## config.mk

```make
export PLATFORM = sky130hd
export DESIGN_NAME = multi_cycle_control
export DESIGN_NICKNAME = d
export VERILOG_FILES = /design/src/rtl/mips_ctrl_pkg.sv /design/src/rtl/mem_wait_timer.sv /design/src/rtl/multi_cycle_control.sv
export SDC_FILE = /design/constraint.sdc
export NUM_CORES = 1
export LEC_CHECK = 0
export ABC_AREA = 1
export CORE_MARGIN = 5
export CORE_UTILIZATION = 45
export DETAILED_ROUTE_END_ITERATION = 16
export PLACE_DENSITY = 0.7
export SYNTH_ARGS = -nofsm -noshare
export SYNTH_HDL_FRONTEND = slang
export SYNTH_SLANG_ARGS = --single-unit
```

## constraint.sdc

```tcl
create_clock -name Clk -period 2.1 [get_ports Clk]
set_input_delay 0.42 -clock Clk [delete_from_list [all_inputs] [get_ports Clk]]
set_output_delay 0.42 -clock Clk [all_outputs]
set_load 0.01 [all_outputs]
```

## src/rtl/mips_ctrl_pkg.sv

```systemverilog
// Shared encodings for the multi-cycle MIPS controller: opcodes, ALU ops, states, mux selects.
package mips_ctrl_pkg;

    typedef enum logic [3:0] {
        S_IDLE     = 4'd0,
        S_FETCH    = 4'd1,
        S_DECODE   = 4'd2,
        S_MEM_ADDR = 4'd3,
        S_MEM_RD   = 4'd4,
        S_MEM_WB   = 4'd5,
        S_MEM_WR   = 4'd6,
        S_R_EXEC   = 4'd7,
        S_R_WB     = 4'd8,
        S_I_EXEC   = 4'd9,
        S_I_WB     = 4'd10,
        S_BNE      = 4'd11,
        S_JUMP     = 4'd12,
        S_JAL      = 4'd13,
        S_TRAP     = 4'd14
    } state_t;

    localparam logic [5:0] OP_RTYPE = 6'd0;
    localparam logic [5:0] OP_LW    = 6'd35;
    localparam logic [5:0] OP_SW    = 6'd43;
    localparam logic [5:0] OP_ADDI  = 6'd8;
    localparam logic [5:0] OP_SLTI  = 6'd10;
    localparam logic [5:0] OP_ANDI  = 6'd12;
    localparam logic [5:0] OP_ORI   = 6'd13;
    localparam logic [5:0] OP_XORI  = 6'd14;
    localparam logic [5:0] OP_LUI   = 6'd15;
    localparam logic [5:0] OP_BNE   = 6'd5;
    localparam logic [5:0] OP_J     = 6'd2;
    localparam logic [5:0] OP_JAL   = 6'd3;

    localparam logic [2:0] ALU_ADD   = 3'd0;
    localparam logic [2:0] ALU_SUB   = 3'd1;
    localparam logic [2:0] ALU_FUNCT = 3'd2;
    localparam logic [2:0] ALU_AND   = 3'd3;
    localparam logic [2:0] ALU_OR    = 3'd4;
    localparam logic [2:0] ALU_SLT   = 3'd5;
    localparam logic [2:0] ALU_XOR   = 3'd6;
    localparam logic [2:0] ALU_LUI   = 3'd7;

    localparam logic [1:0] PCSRC_ALU    = 2'd0;
    localparam logic [1:0] PCSRC_ALUOUT = 2'd1;
    localparam logic [1:0] PCSRC_JUMP   = 2'd2;
    localparam logic [1:0] M2R_ALUOUT   = 2'd0;
    localparam logic [1:0] M2R_MDR      = 2'd1;
    localparam logic [1:0] M2R_PC       = 2'd2;
    localparam logic [1:0] RDST_RT      = 2'd0;
    localparam logic [1:0] RDST_RD      = 2'd1;
    localparam logic [1:0] RDST_RA      = 2'd2;
    localparam logic [1:0] SRCB_RT      = 2'd0;
    localparam logic [1:0] SRCB_FOUR    = 2'd1;
    localparam logic [1:0] SRCB_IMM     = 2'd2;
    localparam logic [1:0] SRCB_IMM_SH2 = 2'd3;

    typedef struct packed {
        logic       pc_write;
        logic       pc_write_cond;
        logic [1:0] pc_source;
        logic       iord;
        logic       mem_read;
        logic       mem_write;
        logic [1:0] mem_to_reg;
        logic [1:0] reg_dst;
        logic       reg_write;
        logic       alu_src_a;
        logic [1:0] alu_src_b;
        logic [2:0] alu_op;
    } ctrl_t;

    function automatic logic [2:0] imm_alu_op(input logic [5:0] op);
        case (op)
            OP_ANDI: return ALU_AND;
            OP_ORI:  return ALU_OR;
            OP_SLTI: return ALU_SLT;
            OP_XORI: return ALU_XOR;
            OP_LUI:  return ALU_LUI;
            default: return ALU_ADD;
        endcase
    endfunction

endpackage

```

## src/rtl/mem_wait_timer.sv

```systemverilog
// Counts consecutive not-ready cycles of a memory state; flags timeout combinationally.
// Latency: timeout asserts in the MEM_TIMEOUT-th consecutive stalled cycle. No backpressure.
// Restart clears the count on every state change so each wait state starts from zero.
module mem_wait_timer #(
    parameter int MEM_TIMEOUT = 15
) (
    input  logic clk,
    input  logic rst_n,
    input  logic active,
    input  logic restart,
    input  logic ready,
    output logic timeout
);

    logic [7:0] cnt;

    assign timeout = active && !ready && (cnt == 8'(MEM_TIMEOUT - 1));

    always_ff @(posedge clk or negedge rst_n) begin
        if (!rst_n) begin
            cnt <= 8'd0;
        end else if (restart || !active) begin
            cnt <= 8'd0;
        end else if (!ready) begin
            cnt <= cnt + 8'd1;
        end
    end

endmodule

```

## src/rtl/multi_cycle_control.sv

```systemverilog
// Multi-cycle MIPS control FSM: per-state datapath strobes, memory wait handshake, timeout trap.
// Latency: 3-5 cycles per instruction plus memory wait states. Mem_Ready stalls FETCH/MEM_RD/MEM_WR.
// Strobes are registered from the next state; IR_Write/PC_Write in FETCH and Illegal_Op follow inputs.
module multi_cycle_control
    import mips_ctrl_pkg::*;
#(
    parameter int MEM_TIMEOUT = 15,
    parameter int CNT_W       = 32
) (
    input  logic             Clk,
    input  logic             Reset_N,
    input  logic             Run,
    input  logic [5:0]       Inst_31_26,
    input  logic             Mem_Ready,
    output logic             PC_Write,
    output logic             PC_Write_Cond,
    output logic [1:0]       PC_Source,
    output logic             IorD,
    output logic             IR_Write,
    output logic             Mem_Read,
    output logic             Mem_Write,
    output logic [1:0]       Mem_to_Reg,
    output logic [1:0]       Reg_Dst,
    output logic             Reg_Write,
    output logic             ALU_Src_A,
    output logic [1:0]       ALU_Src_B,
    output logic [2:0]       ALU_Op,
    output logic             Illegal_Op,
    output logic             Fault,
    output logic [3:0]       State,
    output logic [CNT_W-1:0] Instr_Count
);

    state_t           state, nxt;
    ctrl_t            ctl, ctl_n;
    logic [5:0]       op_reg, op_cur;
    logic             retire, wait_st, timeout, illegal, fetch_done;
    logic [CNT_W-1:0] icnt;
    logic             fault_q;

    mem_wait_timer #(.MEM_TIMEOUT(MEM_TIMEOUT)) u_timer (
        .clk     (Clk),
        .rst_n   (Reset_N),
        .active  (wait_st),
        .restart (nxt != state),
        .ready   (Mem_Ready),
        .timeout (timeout)
    );

    always_comb begin
        op_cur  = (state == S_DECODE) ? Inst_31_26 : op_reg;
        wait_st = (state == S_FETCH) || (state == S_MEM_RD) || (state == S_MEM_WR);
        illegal = 1'b0;
        retire  = 1'b0;
        nxt     = state;
        case (state)
            S_IDLE:     if (Run) nxt = S_FETCH;
            S_FETCH:    if (Mem_Ready) nxt = S_DECODE; else if (timeout) nxt = S_TRAP;
            S_DECODE: begin
                case (Inst_31_26)
                    OP_RTYPE:                 nxt = S_R_EXEC;
                    OP_LW, OP_SW:             nxt = S_MEM_ADDR;
                    OP_ADDI, OP_SLTI, OP_ANDI,
                    OP_ORI, OP_XORI, OP_LUI:  nxt = S_I_EXEC;
                    OP_BNE:                   nxt = S_BNE;
                    OP_J:                     nxt = S_JUMP;
                    OP_JAL:                   nxt = S_JAL;
                    default: begin
                        illegal = 1'b1;
                        nxt     = Run ? S_FETCH : S_IDLE;
                    end
                endcase
            end
            S_MEM_ADDR: nxt = (op_reg == OP_LW) ? S_MEM_RD : S_MEM_WR;
            S_MEM_RD:   if (Mem_Ready) nxt = S_MEM_WB; else if (timeout) nxt = S_TRAP;
            S_MEM_WR:   if (Mem_Ready) retire = 1'b1; else if (timeout) nxt = S_TRAP;
            S_R_EXEC:   nxt = S_R_WB;
            S_I_EXEC:   nxt = S_I_WB;
            S_MEM_WB, S_R_WB, S_I_WB, S_BNE, S_JUMP, S_JAL: retire = 1'b1;
            S_TRAP:     nxt = S_TRAP;
            default:    nxt = S_IDLE;
        endcase
        if (retire) nxt = Run ? S_FETCH : S_IDLE;
    end

    // Decode strobes for the state being entered so they are registered on arrival.
    always_comb begin
        ctl_n = '0;
        case (nxt)
            S_FETCH: begin
                ctl_n.mem_read  = 1'b1;
                ctl_n.alu_src_b = SRCB_FOUR;
            end
            S_DECODE:   ctl_n.alu_src_b = SRCB_IMM_SH2;
            S_MEM_ADDR: begin
                ctl_n.alu_src_a = 1'b1;
                ctl_n.alu_src_b = SRCB_IMM;
            end
            S_MEM_RD: begin
                ctl_n.mem_read = 1'b1;
                ctl_n.iord     = 1'b1;
            end
            S_MEM_WB: begin
                ctl_n.reg_write  = 1'b1;
                ctl_n.mem_to_reg = M2R_MDR;
            end
            S_MEM_WR: begin
                ctl_n.mem_write = 1'b1;
                ctl_n.iord      = 1'b1;
            end
            S_R_EXEC: begin
                ctl_n.alu_src_a = 1'b1;
                ctl_n.alu_op    = ALU_FUNCT;
            end
            S_R_WB: begin
                ctl_n.reg_write = 1'b1;
                ctl_n.reg_dst   = RDST_RD;
            end
            S_I_EXEC: begin
                ctl_n.alu_src_a = 1'b1;
                ctl_n.alu_src_b = SRCB_IMM;
                ctl_n.alu_op    = imm_alu_op(op_cur);
            end
            S_I_WB:     ctl_n.reg_write = 1'b1;
            S_BNE: begin
                ctl_n.alu_src_a     = 1'b1;
                ctl_n.alu_op        = ALU_SUB;
                ctl_n.pc_write_cond = 1'b1;
                ctl_n.pc_source     = PCSRC_ALUOUT;
            end
            S_JUMP: begin
                ctl_n.pc_write  = 1'b1;
                ctl_n.pc_source = PCSRC_JUMP;
            end
            S_JAL: begin
                ctl_n.pc_write   = 1'b1;
                ctl_n.pc_source  = PCSRC_JUMP;
                ctl_n.reg_write  = 1'b1;
                ctl_n.reg_dst    = RDST_RA;
                ctl_n.mem_to_reg = M2R_PC;
            end
            default: ctl_n = '0;
        endcase
    end

    always_ff @(posedge Clk or negedge Reset_N) begin
        if (!Reset_N) begin
            state   <= S_IDLE;
            ctl     <= '0;
            op_reg  <= 6'd0;
            fault_q <= 1'b0;
            icnt    <= '0;
        end else begin
            state <= nxt;
            ctl   <= ctl_n;
            if (state == S_DECODE) op_reg <= Inst_31_26;
            if (nxt == S_TRAP) fault_q <= 1'b1;
            if (retire) icnt <= icnt + CNT_W'(1);
        end
    end

    assign fetch_done    = (state == S_FETCH) && Mem_Ready;
    assign PC_Write      = ctl.pc_write | fetch_done;
    assign IR_Write      = fetch_done;
    assign PC_Write_Cond = ctl.pc_write_cond;
    assign PC_Source     = ctl.pc_source;
    assign IorD          = ctl.iord;
    assign Mem_Read      = ctl.mem_read;
    assign Mem_Write     = ctl.mem_write;
    assign Mem_to_Reg    = ctl.mem_to_reg;
    assign Reg_Dst       = ctl.reg_dst;
    assign Reg_Write     = ctl.reg_write;
    assign ALU_Src_A     = ctl.alu_src_a;
    assign ALU_Src_B     = ctl.alu_src_b;
    assign ALU_Op        = ctl.alu_op;
    assign Illegal_Op    = illegal;
    assign Fault         = fault_q;
    assign State         = state;
    assign Instr_Count   = icnt;

endmodule

```

==> results of run 1 <==
cell type report:
cell class	instances	share of cell area (%)
clock buffers	9	2.40
inverters	52	3.93
clock inverters	7	2.33
well taps	102	2.47
repair buffers	126	21.7
flip-flops and latches	69	33.5
multi-input cells	307	33.7
stage by stage:
stage,cells,hold slack (ns)
after floorplan,441,0.124
after global placement,643,0.457
after detailed placement,643,0.468
after CTS,662,0.0943
after global routing,672,0.116
final,672,0.0848
synthesized netlist by cell type, drive strengths merged:
cell type	count	area, um2
nand2	114	440
nor2	70	280
dfrtp	69	1730
inv	51	191
nand3	36	190
xor2	24	210
nand4	14	87.6
buf	13	105
nor3	12	71.3
o21ai	12	67.6
xnor2	9	78.8
nand3b	4	30.0
ha	3	37.5
or2	3	18.8
a21oi	2	21.3
and3	1	6.26
clkinv	1	3.75
nor4	1	6.26
o21a	1	7.51
o21bai	1	7.51
kinds of logic after synthesis:
kind of cell	synth area share (%)
AO/OA/AOI/OAI	2.89
XOR/XNOR	8.05
adder cells (fa/ha/maj)	1.05
buffers and inverters	8.37
flip-flops	48.1
AND/OR/NAND/NOR	31.5
power breakdown:
group	internal (mW)	switching, mW	total (mW)
combinational	1.26	1.51	2.77
sequential	1.57	0.176	1.75
clock	0.795	0.532	1.33
total	3.62	2.22	5.84
worst max-delay path, cell delays in order (launching register included):
cell and delay (ns):
dfrtp_1 0.38, buf_4 0.13, buf_6 0.13, nand2_2 0.07, inv_2 0.06, nand2_2 0.06
nand3_2 0.07, nand2_2 0.11, buf_6 0.11, nand3_4 0.07, nor3_4 0.27, nand3b_1 0.17
nor2_1 0.17, xor2_1 0.15
cell usage in the layout, fill, tap and decap left out, types with 2 or more instances in the layout:
| cell | netlist | final |
|---|---|---|
| nand2_1 | 109 | 91 |
| inv_1 | 43 | 40 |
| buf_6 | 2 | 2 |
| inv_6 | 0 | 3 |
| o21ai_1 | 4 | 4 |
| nand3b_1 | 4 | 4 |
| inv_2 | 8 | 10 |
| clkbuf_2 | 0 | 2 |
| nor3_1 | 11 | 10 |
| dfrtp_1 | 69 | 67 |
| or2_2 | 2 | 2 |
| o21ai_2 | 2 | 2 |
| nand2_2 | 5 | 19 |
| dlymetal6s2s_1 | 0 | 3 |
| clkbuf_8 | 0 | 9 |
| bufinv_16 | 0 | 3 |
| nor2_4 | 0 | 8 |
| nand3_1 | 34 | 28 |
| nor2_2 | 7 | 10 |
| clkdlybuf4s50_1 | 0 | 58 |
| buf_4 | 11 | 57 |
| nand3_2 | 2 | 7 |
| xnor2_1 | 9 | 9 |
| dfrtp_2 | 0 | 2 |
| nor2_1 | 63 | 52 |
| ha_1 | 3 | 3 |
| buf_2 | 0 | 2 |
| nand4_1 | 14 | 14 |
| xor2_1 | 24 | 24 |
| o21ai_0 | 6 | 6 |
| nand2_4 | 0 | 4 |
what timing repair did:
item,CTS,global route
resized for setup,16,59
setup endpoints to repair,14,45
buffers inserted,3,12
pin swaps,0,18
layer usage:
layer	up-vias	global-route usage (%)	wire length, um
li1	1637	-	-
met1	1537	25.0	4040
met2	76	29.1	4160
met3	14	3.09	407
met4	0	6.83	180
met5	-	0	0
worst paths after layout:
| path | startpoint | to | slack [ns] |
|---|---|---|---|
| max | State[2]$_DFF_PN0_ | Instr_Count[24]$_DFFE_PN0P_ | 0.08 |
| min | Reset_N | op_reg[3]$_DFF_PN0_ | 0.08 |
| max reg2reg | State[2]$_DFF_PN0_ | Instr_Count[24]$_DFFE_PN0P_ | 0.08 |
| min reg2reg | Instr_Count[31]$_DFFE_PN0P_ | Instr_Count[31]$_DFFE_PN0P_ | 0.47 |
| max in group asynchronous | Reset_N | Instr_Count[1]$_DFFE_PN0P_ | 1.72 |
| min in group Clk | Inst_31_26[4] | op_reg[4]$_DFF_PN0_ | 0.44 |
==> run_results.csv, run 1 <==
group,metric,value,unit
floorplan,dieArea,0.00986,mm2
clock_network,clk_pin_slew,0.08,ns
sta,setup_viol,0,
drt,dr.pass1.iters,5,
sta,relSlewSlack,63.5,%
floorplan,row_count,32,
layout,fillers,627,
drt,drt-vias-per-instance,4.86,
yosys,synthesis.nets,454,
yosys,ys_seq_area_share,48.1,%
placed_design,dpl-instance-area,0.00463,mm2
worst_setup_path,cp.required,2.37,ns
sta,finalSetupTns,0,ns
sta,skew,0.0130,ns
worst_setup_path,start_kind,"register",
clock_network,cts_made_buffers,9,
yosys,ys_ff_latch,69,
drt,wl_per_cell,13.1,um
sta,max_freq,0.494,GHz
layout,area_growth,43.7,%
sta,worst_slew_pin_slew,0.544,ns
global_routing,antenna_found_initial,0,
worst_setup_path,path_max_fanout,4,
worst_setup_path,cp-end-kind,"register",
clock_network,insertion_delay,0.34,ns
clock_network,cts_tree,"yes",
pwr,leakagePower,2.61,nW
global_routing,grt_overflow,0,
layout,final_cell_area,0.00516,mm2
yosys,yosysUniqueCellTypes,30,
yosys,avgSynthCellArea,8.14,um2
flow_run,maxCapViolations,0,
worst_setup_path,crit_type,"register to register",
sta,slew_violations,0,
global_routing,grt_max_degree,70,
yosys,ys_warn_count,0,
placed_design,port_buffers,66,
clock_network,clock_sinks,69,
layout,multi_input_area,0.00174,mm2
drt,initialDrtViolationCount,208,
sta,period_share,96.4,%
sta,layout_setup_ws,0.0757,ns
layout,n_antenna_cell,0,
clock_network,hold_buffers,0,
sta,rsz0062_at_grt,"true",
layout,utilization,66.4,%
yosys,syn_inst,441,
clock_network,root_buffer,"clkbuf_8",
clock_network,clockBufferDepth,2,
layout,seqCellArea,0.00173,mm2
worst_hold_path,hp-class,"input pin to asynchronous set/reset pin",
worst_setup_path,arrival,2.30,ns
pwr,finalPower,5.84,mW
worst_setup_path,worst-r2r-cell-count,13,
drt,drc,0,
clock_network,h-tree-depth,3,
floorplan,die_w,99.3,um
floorplan,fp.dieH,99.3,um
global_routing,grt_pass1_wl,14.6,mm
pwr,powerDensity,1130,mW/mm2
sta,hold_violations,0,
placed_design,gp_congestion,0.873,
drt,ant_nets,0,
yosys,synthesis.area,0.00359,mm2
layout,largest_register_ffs,32,
drt,dr_total_vias,3264,
pwr,peakVddDrop,0.569,mV
global_routing,track_usage,18.2,%
placed_design,hpwl,6.35,mm
floorplan,initial_utilization,46.2,%
layout,drive_gt1_share,26.3,%
floorplan,num_io_pins,67,
floorplan,coreArea,0.00777,mm2
layout,fin_nets,578,
status,status,"complete, no violations",
drt,wirelength,8.79,mm
global_routing,grt_pass1_vias,3107,
placed_design,dp_worst_setup_slack,-0.434,ns
sta,fin_crit,2.02,ns
Power figures use the tool's default switching activity.
==> inputs of run 2 (changes only) <==
clock period = 2.4 ns   (was 2.1 ns; I/O delays follow)
==> run 2 against run 1 <==
Count of clock-buffer cells in the layout increased by 1. Die area is the same. Via count is 5.0% lower. Hold slack improved by 0.065 ns. Critical path depth is 7 lower. First-iteration DRC count is 38% lower.
==> run_results.csv, run 2 (same netlist as run 1, synthesis figures left out) <==
group,metric,value,unit
sta,skew,0.0125,ns
worst_setup_path,cp-end-kind,"primary output",
global_routing,grt_pass1_vias,3006,
worst_setup_path,cp.required,1.92,ns
worst_setup_path,start_kind,"register",
layout,fillers,704,
sta,fin_crit,2.30,ns
global_routing,antenna_found_initial,0,
worst_setup_path,crit_type,"register to primary output",
floorplan,coreArea,0.00777,mm2
drt,drc,0,
layout,drive_gt1_share,15.8,%
global_routing,grt_pass1_wl,14.1,mm
clock_network,clk_pin_slew,0.08,ns
layout,n_antenna_cell,0,
floorplan,initial_utilization,46.2,%
pwr,peakVddDrop,0.446,mV
placed_design,port_buffers,66,
sta,worst_slew_pin_slew,0.651,ns
layout,seqCellArea,0.00173,mm2
sta,hold_violations,0,
flow_run,maxCapViolations,0,
layout,fin_nets,551,
drt,drt-vias-per-instance,4.81,
pwr,finalPower,4.55,mW
drt,initialDrtViolationCount,129,
drt,wl_per_cell,12.6,um
floorplan,fp.dieH,99.3,um
sta,max_freq,0.434,GHz
layout,final_common_cell,"nand2_1",
clock_network,insertion_delay,0.35,ns
worst_setup_path,crit_family,"buffers and inverters",
sta,rsz0062_at_grt,"false",
clock_network,h-tree-depth,3,
layout,final_cell_mix,"nand2_1 (108), dfrtp_1 (65), clkdlybuf4s50_1 (62), nor2_1 (61), inv_1 (43)",
placed_design,dp_worst_setup_slack,-0.173,ns
floorplan,dieArea,0.00986,mm2
placed_design,gp_congestion,0.869,
layout,largest_register_ffs,32,
status,status,"complete, no violations",
drt,dr_total_vias,3101,
floorplan,row_count,32,
drt,wirelength,8.16,mm
worst_setup_path,cp.buffers_inverters,4,
floorplan,die_w,99.3,um
global_routing,grt_overflow,0,
sta,layout_setup_ws,0.0963,ns
sta,period_share,96.0,%
floorplan,num_io_pins,67,
sta,slew_violations,0,
worst_setup_path,cp_cell_sequence,"inv_2 > nor2_2 > nand3_2 > inv_1 > buf_4 > clkdlybuf4s50_1",
pwr,leakagePower,2.40,nW
global_routing,track_usage,17.8,%
clock_network,post_cts_buffers,0,
worst_setup_path,path_max_fanout,7,
layout,multi_input_area,0.00157,mm2
clock_network,clock_sinks,69,
worst_hold_path,hp-class,"input pin to asynchronous set/reset pin",
clock_network,cts_made_buffers,9,
clock_network,clockBufferDepth,2,
clock_network,cts_tree,"yes",
worst_setup_path,worst_path_largest_cell_delay,0.52,ns
layout,area_growth,32.6,%
clock_network,root_buffer,"clkbuf_8",
worst_setup_path,arrival,1.82,ns
drt,dr.pass1.iters,6,
global_routing,grt_max_degree,30,
placed_design,dp_cells,629,
pwr,powerDensity,957,mW/mm2
placed_design,hpwl,6.52,mm
layout,final_cells,645,
sta,setup_viol,0,
worst_setup_path,slowest_stage,"clkdlybuf4s50_1",
drt,ant_nets,0,
sta,relSlewSlack,56.6,%
[run 2: cell types whose count changed in the layout (fill, tap and decap cells not counted), sizes merged]
cell and delta:
buf -28, clkdlybuf4s50 +4, clkinv +3, inv -3
dlymetal6s2s -2, bufinv -1, clkbuf -1, clkdlybuf4s15 +1
[run 2: final timing paths]
path / from / endpoint / slack (ns) / cells after the start
max: State[0]$_DFF_PN0_ / IR_Write / 0.1 / 6
min: Reset_N / op_reg[1]$_DFF_PN0_ / 0.15 / 1
max reg2reg: State[2]$_DFF_PN0_ / Mem_Read$_DFF_PN0_ / 0.36 / 14
min reg2reg: Instr_Count[31]$_DFFE_PN0P_ / Instr_Count[31]$_DFFE_PN0P_ / 0.47 / 1
max in group asynchronous: Reset_N / Instr_Count[18]$_DFFE_PN0P_ / 1.48 / 2
min in group Clk: Instr_Count[31]$_DFFE_PN0P_ / Instr_Count[31]$_DFFE_PN0P_ / 0.47 / 1
[run 2: cell type report]
cell class	instances	share of cell area [%]
flip-flops and latches	69	36.4
clock buffers	10	2.89
well taps	102	2.68
inverters	52	4.10
multi-input cells	307	33.1
clock inverters	6	1.81
repair buffers	99	19.0
[run 2: through the flow]
stage	hold WS, ns	TNS, ns	util, %	instance area, um2
after floorplan	0.184	0	-	3590
after global placement	0.458	-0.650	58.1	4510
after detailed placement	0.470	-2.16	58.1	4510
after CTS	0.164	0	61.0	4740
after global routing	0.205	0	61.2	4760
final	0.150	0	61.2	4760
[run 2: what timing repair did]
action                     CTS  global route
cloned                       0             0
setup endpoints to repair    3            11
resized for setup            4             8
hold buffers                 0             0
[run 2: layer usage]
layer | track usage [%] | vias to the layer above | share of wire [%] | wire (um)
li1 | - | 1574 | - | -
met1 | 24.2 | 1418 | 47 | 3840
met2 | 26.9 | 93 | 45 | 3680
met3 | 3.65 | 16 | 5.0 | 406
met4 | 9.35 | 0 | 2.8 | 227
met5 | 0 | - | 0 | 0
[run 2: where the power goes]
| group | switching (mW) | internal [mW] | total, mW | leakage [nW] |
|---|---|---|---|---|
| Combinational | 1.10 | 0.837 | 1.94 | 1.38 |
| Clock | 0.441 | 0.611 | 1.05 | 0.112 |
| Sequential | 0.185 | 1.38 | 1.56 | 0.902 |
| Total | 1.72 | 2.83 | 4.55 | 2.40 |
==> inputs of run 3 (changes only) <==
CORE_MARGIN = 4   (was 5)
PLACE_DENSITY = 0.69   (was 0.7)
SYNTH_HIERARCHICAL = 1   (was not set)
==> run 3 against run 2 <==
The flow now finishes with violations (setup timing). Worst setup slack got worse by 0.11 ns. Sequential cell count fell by 2. Critical endpoint is now u_timer/cnt[2]$_DFFE_PN0P_. Die area rose by 6.0%. Via count rose by 16%. Hold slack barely moved. Clock power fell by 24%. Clock skew fell by 0.0012 ns. Non-clock buffer count rose by 15. Core utilization fell by 0.24 points. Critical path type is now register to register. Largest power group unchanged. Global-route usage rose by 1.5 points. Synthesized cell count rose by 18%. Critical path depth rose by 14.
==> run_results.csv, run 3 <==
group,metric,value,unit
yosys,synth_top_family_by_area,"simple AND/OR/NAND/NOR gates",
global_routing,grt_pass1_vias,3305,
yosys,synthFlopType,"dfrtp_1",
global_routing,antenna_found_initial,0,
yosys,synthTopCellsByCount,"nand2_1 (151), nor2_1 (68), dfrtp_1 (67)",
drt,wl_per_cell,13.1,um
clock_network,h-tree-depth,3,
yosys,synthesis.area,0.00400,mm2
drt,initialDrtViolationCount,185,
yosys,synthesis.nets,535,
global_routing,grt_max_degree,28,
worst_setup_path,cp-end-kind,"register",
yosys,ys_seq_area_share,42.0,%
drt,wirelength,9.78,mm
worst_setup_path,cp_cell_sequence,"buf_6 > inv_4 > nand3_4 > nand2_4 > inv_2 > nor2_1 > nand4_1 > nor3_2 > inv_1 > nor2_2 > a21oi_1 > nand2_1 > nand2_2 > nand2_1 > nand2_1 > nor2_2 > nand3_4 > nor2_8 > o21ai_2 > a21oi_1",
layout,final_cell_area,0.00529,mm2
placed_design,port_buffers,66,
yosys,ys_ff_latch,67,
sta,fin_crit,2.41,ns
drt,drt-vias-per-instance,4.83,
yosys,yosysUniqueCellTypes,32,
floorplan,fp.dieH,102,um
sta,layout_setup_ws,-0.0108,ns
yosys,yosysMostFrequentCell,"nand2_1",
global_routing,grt_pass1_wl,15.9,mm
worst_setup_path,cp.required,2.66,ns
yosys,synth_top_area_share,42.0,%
global_routing,track_usage,19.4,%
pwr,peakVddDrop,0.497,mV
yosys,avgSynthCellArea,7.65,um2
placed_design,dpl-instance-area,0.00499,mm2
sta,finalSetupTns,-0.0342,ns
layout,fin_nets,645,
worst_setup_path,path_max_fanout,7,
clock_network,clock_sinks,67,
layout,n_antenna_cell,0,
layout,drive_gt1_share,20.8,%
clock_network,cts_made_buffers,9,
status,status,"complete, but fails checks",
sta,skew,0.0113,ns
floorplan,coreArea,0.00868,mm2
pwr,leakagePower,2.61,nW
floorplan,num_io_pins,67,
global_routing,grt_overflow,0,
clock_network,cts_tree,"yes",
pwr,finalPower,4.94,mW
sta,worst_slew_pin_slew,0.631,ns
worst_setup_path,arrival,2.67,ns
placed_design,gp_congestion,0.946,
yosys,muxShareOfSynthArea,0,%
clock_network,insertion_delay,0.33,ns
layout,final_common_cell,"nand2_1",
floorplan,die_w,102,um
layout,multi_input_area,0.00204,mm2
clock_network,clockBufferDepth,2,
yosys,syn_inst,522,
yosys,synth-compound-area-share,2.41,%
worst_setup_path,cpMostUsedCell,"nand2_1",
yosys,async_flop_share,100,%
yosys,ys_warn_count,6,
yosys,synth_top_area_cell,"dfrtp_1",
worst_setup_path,crit_type,"register to register",
sta,max_freq,0.415,GHz
status,violations,"setup timing",
layout,seqCellArea,0.00168,mm2
worst_setup_path,worst_path_largest_cell_delay,0.44,ns
clock_network,root_buffer,"clkbuf_8",
sta,period_share,100,%
layout,largest_register_ffs,32,
yosys,synth-xor-area-share,5.92,%
placed_design,hpwl,7.51,mm
worst_hold_path,hp-class,"input pin to asynchronous set/reset pin",
pwr,powerDensity,933,mW/mm2
drt,drc,0,
drt,dr.pass1.iters,4,
drt,dr_total_vias,3597,
sta,relSlewSlack,57.9,%
yosys,synth-edff-count,0,
sta,hold_violations,0,
worst_setup_path,crit_family,"simple AND/OR/NAND/NOR gates",
worst_setup_path,slowest_stage,"dfrtp_2",
flow_run,maxCapViolations,0,
yosys,synthSimpleGateAreaFrac,39.6,%
floorplan,initial_utilization,46.0,%
yosys,synthAdderAreaFrac,0.940,%
worst_setup_path,start_kind,"register",
worst_setup_path,cp.buffers_inverters,4,
drt,ant_nets,0,
layout,fillers,812,
floorplan,dieArea,0.0104,mm2
sta,setup_viol,5,
layout,area_growth,32.5,%
clock_network,clk_pin_slew,0.07,ns
sta,slew_violations,0,
placed_design,dp_worst_setup_slack,-0.147,ns
sta,rsz0062_at_grt,"true",
layout,final_cell_mix,"nand2_1 (146), dfrtp_1 (65), nor2_1 (64), clkdlybuf4s50_1 (62), inv_1 (52)",
yosys,ys_top_cells_by_area,"dfrtp_1 (42%), nand2_1 (14%), nor2_1 (6.4%)",
floorplan,row_count,34,
run 3: cell count changes after synthesis, sizes merged, moves of 4 or more:
cell,before,now
a21oi,2,10
inv,51,64
nand2,114,164
nand3,36,40
nor2,70,83
nor3,12,16
o21ai,12,8
xor2,24,19
run 3: worst paths after layout:
check,startpoint,to,slack (ns),depth (start not counted)
max in group asynchronous,Reset_N,Instr_Count[29]$_DFFE_PN0P_,1.46,2
max,State[3]$_DFF_PN0_,u_timer/cnt[2]$_DFFE_PN0P_,-0.01,20
max reg2reg,State[3]$_DFF_PN0_,u_timer/cnt[2]$_DFFE_PN0P_,-0.01,20
min,Reset_N,Instr_Count[26]$_DFFE_PN0P_,0.15,1
min reg2reg,Fault$_DFFE_PN0N_,Fault$_DFFE_PN0N_,0.48,2
min in group Clk,Fault$_DFFE_PN0N_,Fault$_DFFE_PN0N_,0.48,2
run 3: logic make-up after synthesis:
logic type | after synthesis
flops | 67
compound gates | 19
simple gates | 327
xor+xnor | 27
fa+ha+maj | 3
buf+inv | 79
run 3: layout make-up:
cell class	count	share of cell area, %
clock buffer	13	2.81
clock inverter	2	0.236
inverter	64	4.77
multi-input combinational	376	38.6
sequential	67	31.7
tap	108	2.55
timing repair buffer	114	19.3
run 3: power breakdown:
group,switching (mW),internal [mW]
Clock,0.405,0.397
Sequential,0.156,1.32
Combinational,1.52,1.13
Total,2.08,2.85
run 3: timing repair:
action	CTS	global route
hold buffers	0	0
cloned	0	0
setup endpoints to repair	3	22
setup buffers	2	6
endpoints found under the hold margin	0	0
pin swaps	0	12
gates resized for setup	5	26
run 3: per-stage QoR:
step                hold WS (ns)  util [%]  std cells
detailed placement         0.473      57.5        721
floorplan                  0.184         -        522
finish                     0.151      61.0        744
global placement           0.467      57.5        721
global route               0.167      61.0        744
CTS                        0.165      59.6        738
run 3: per-layer routing:
layer	wire length, um	vias to the layer above	GRT usage [%]
met5	0	-	0
met4	121	0	5.35
met3	462	13	3.75
met2	4500	69	29.4
met1	4690	1659	28.3
li1	-	1856	-
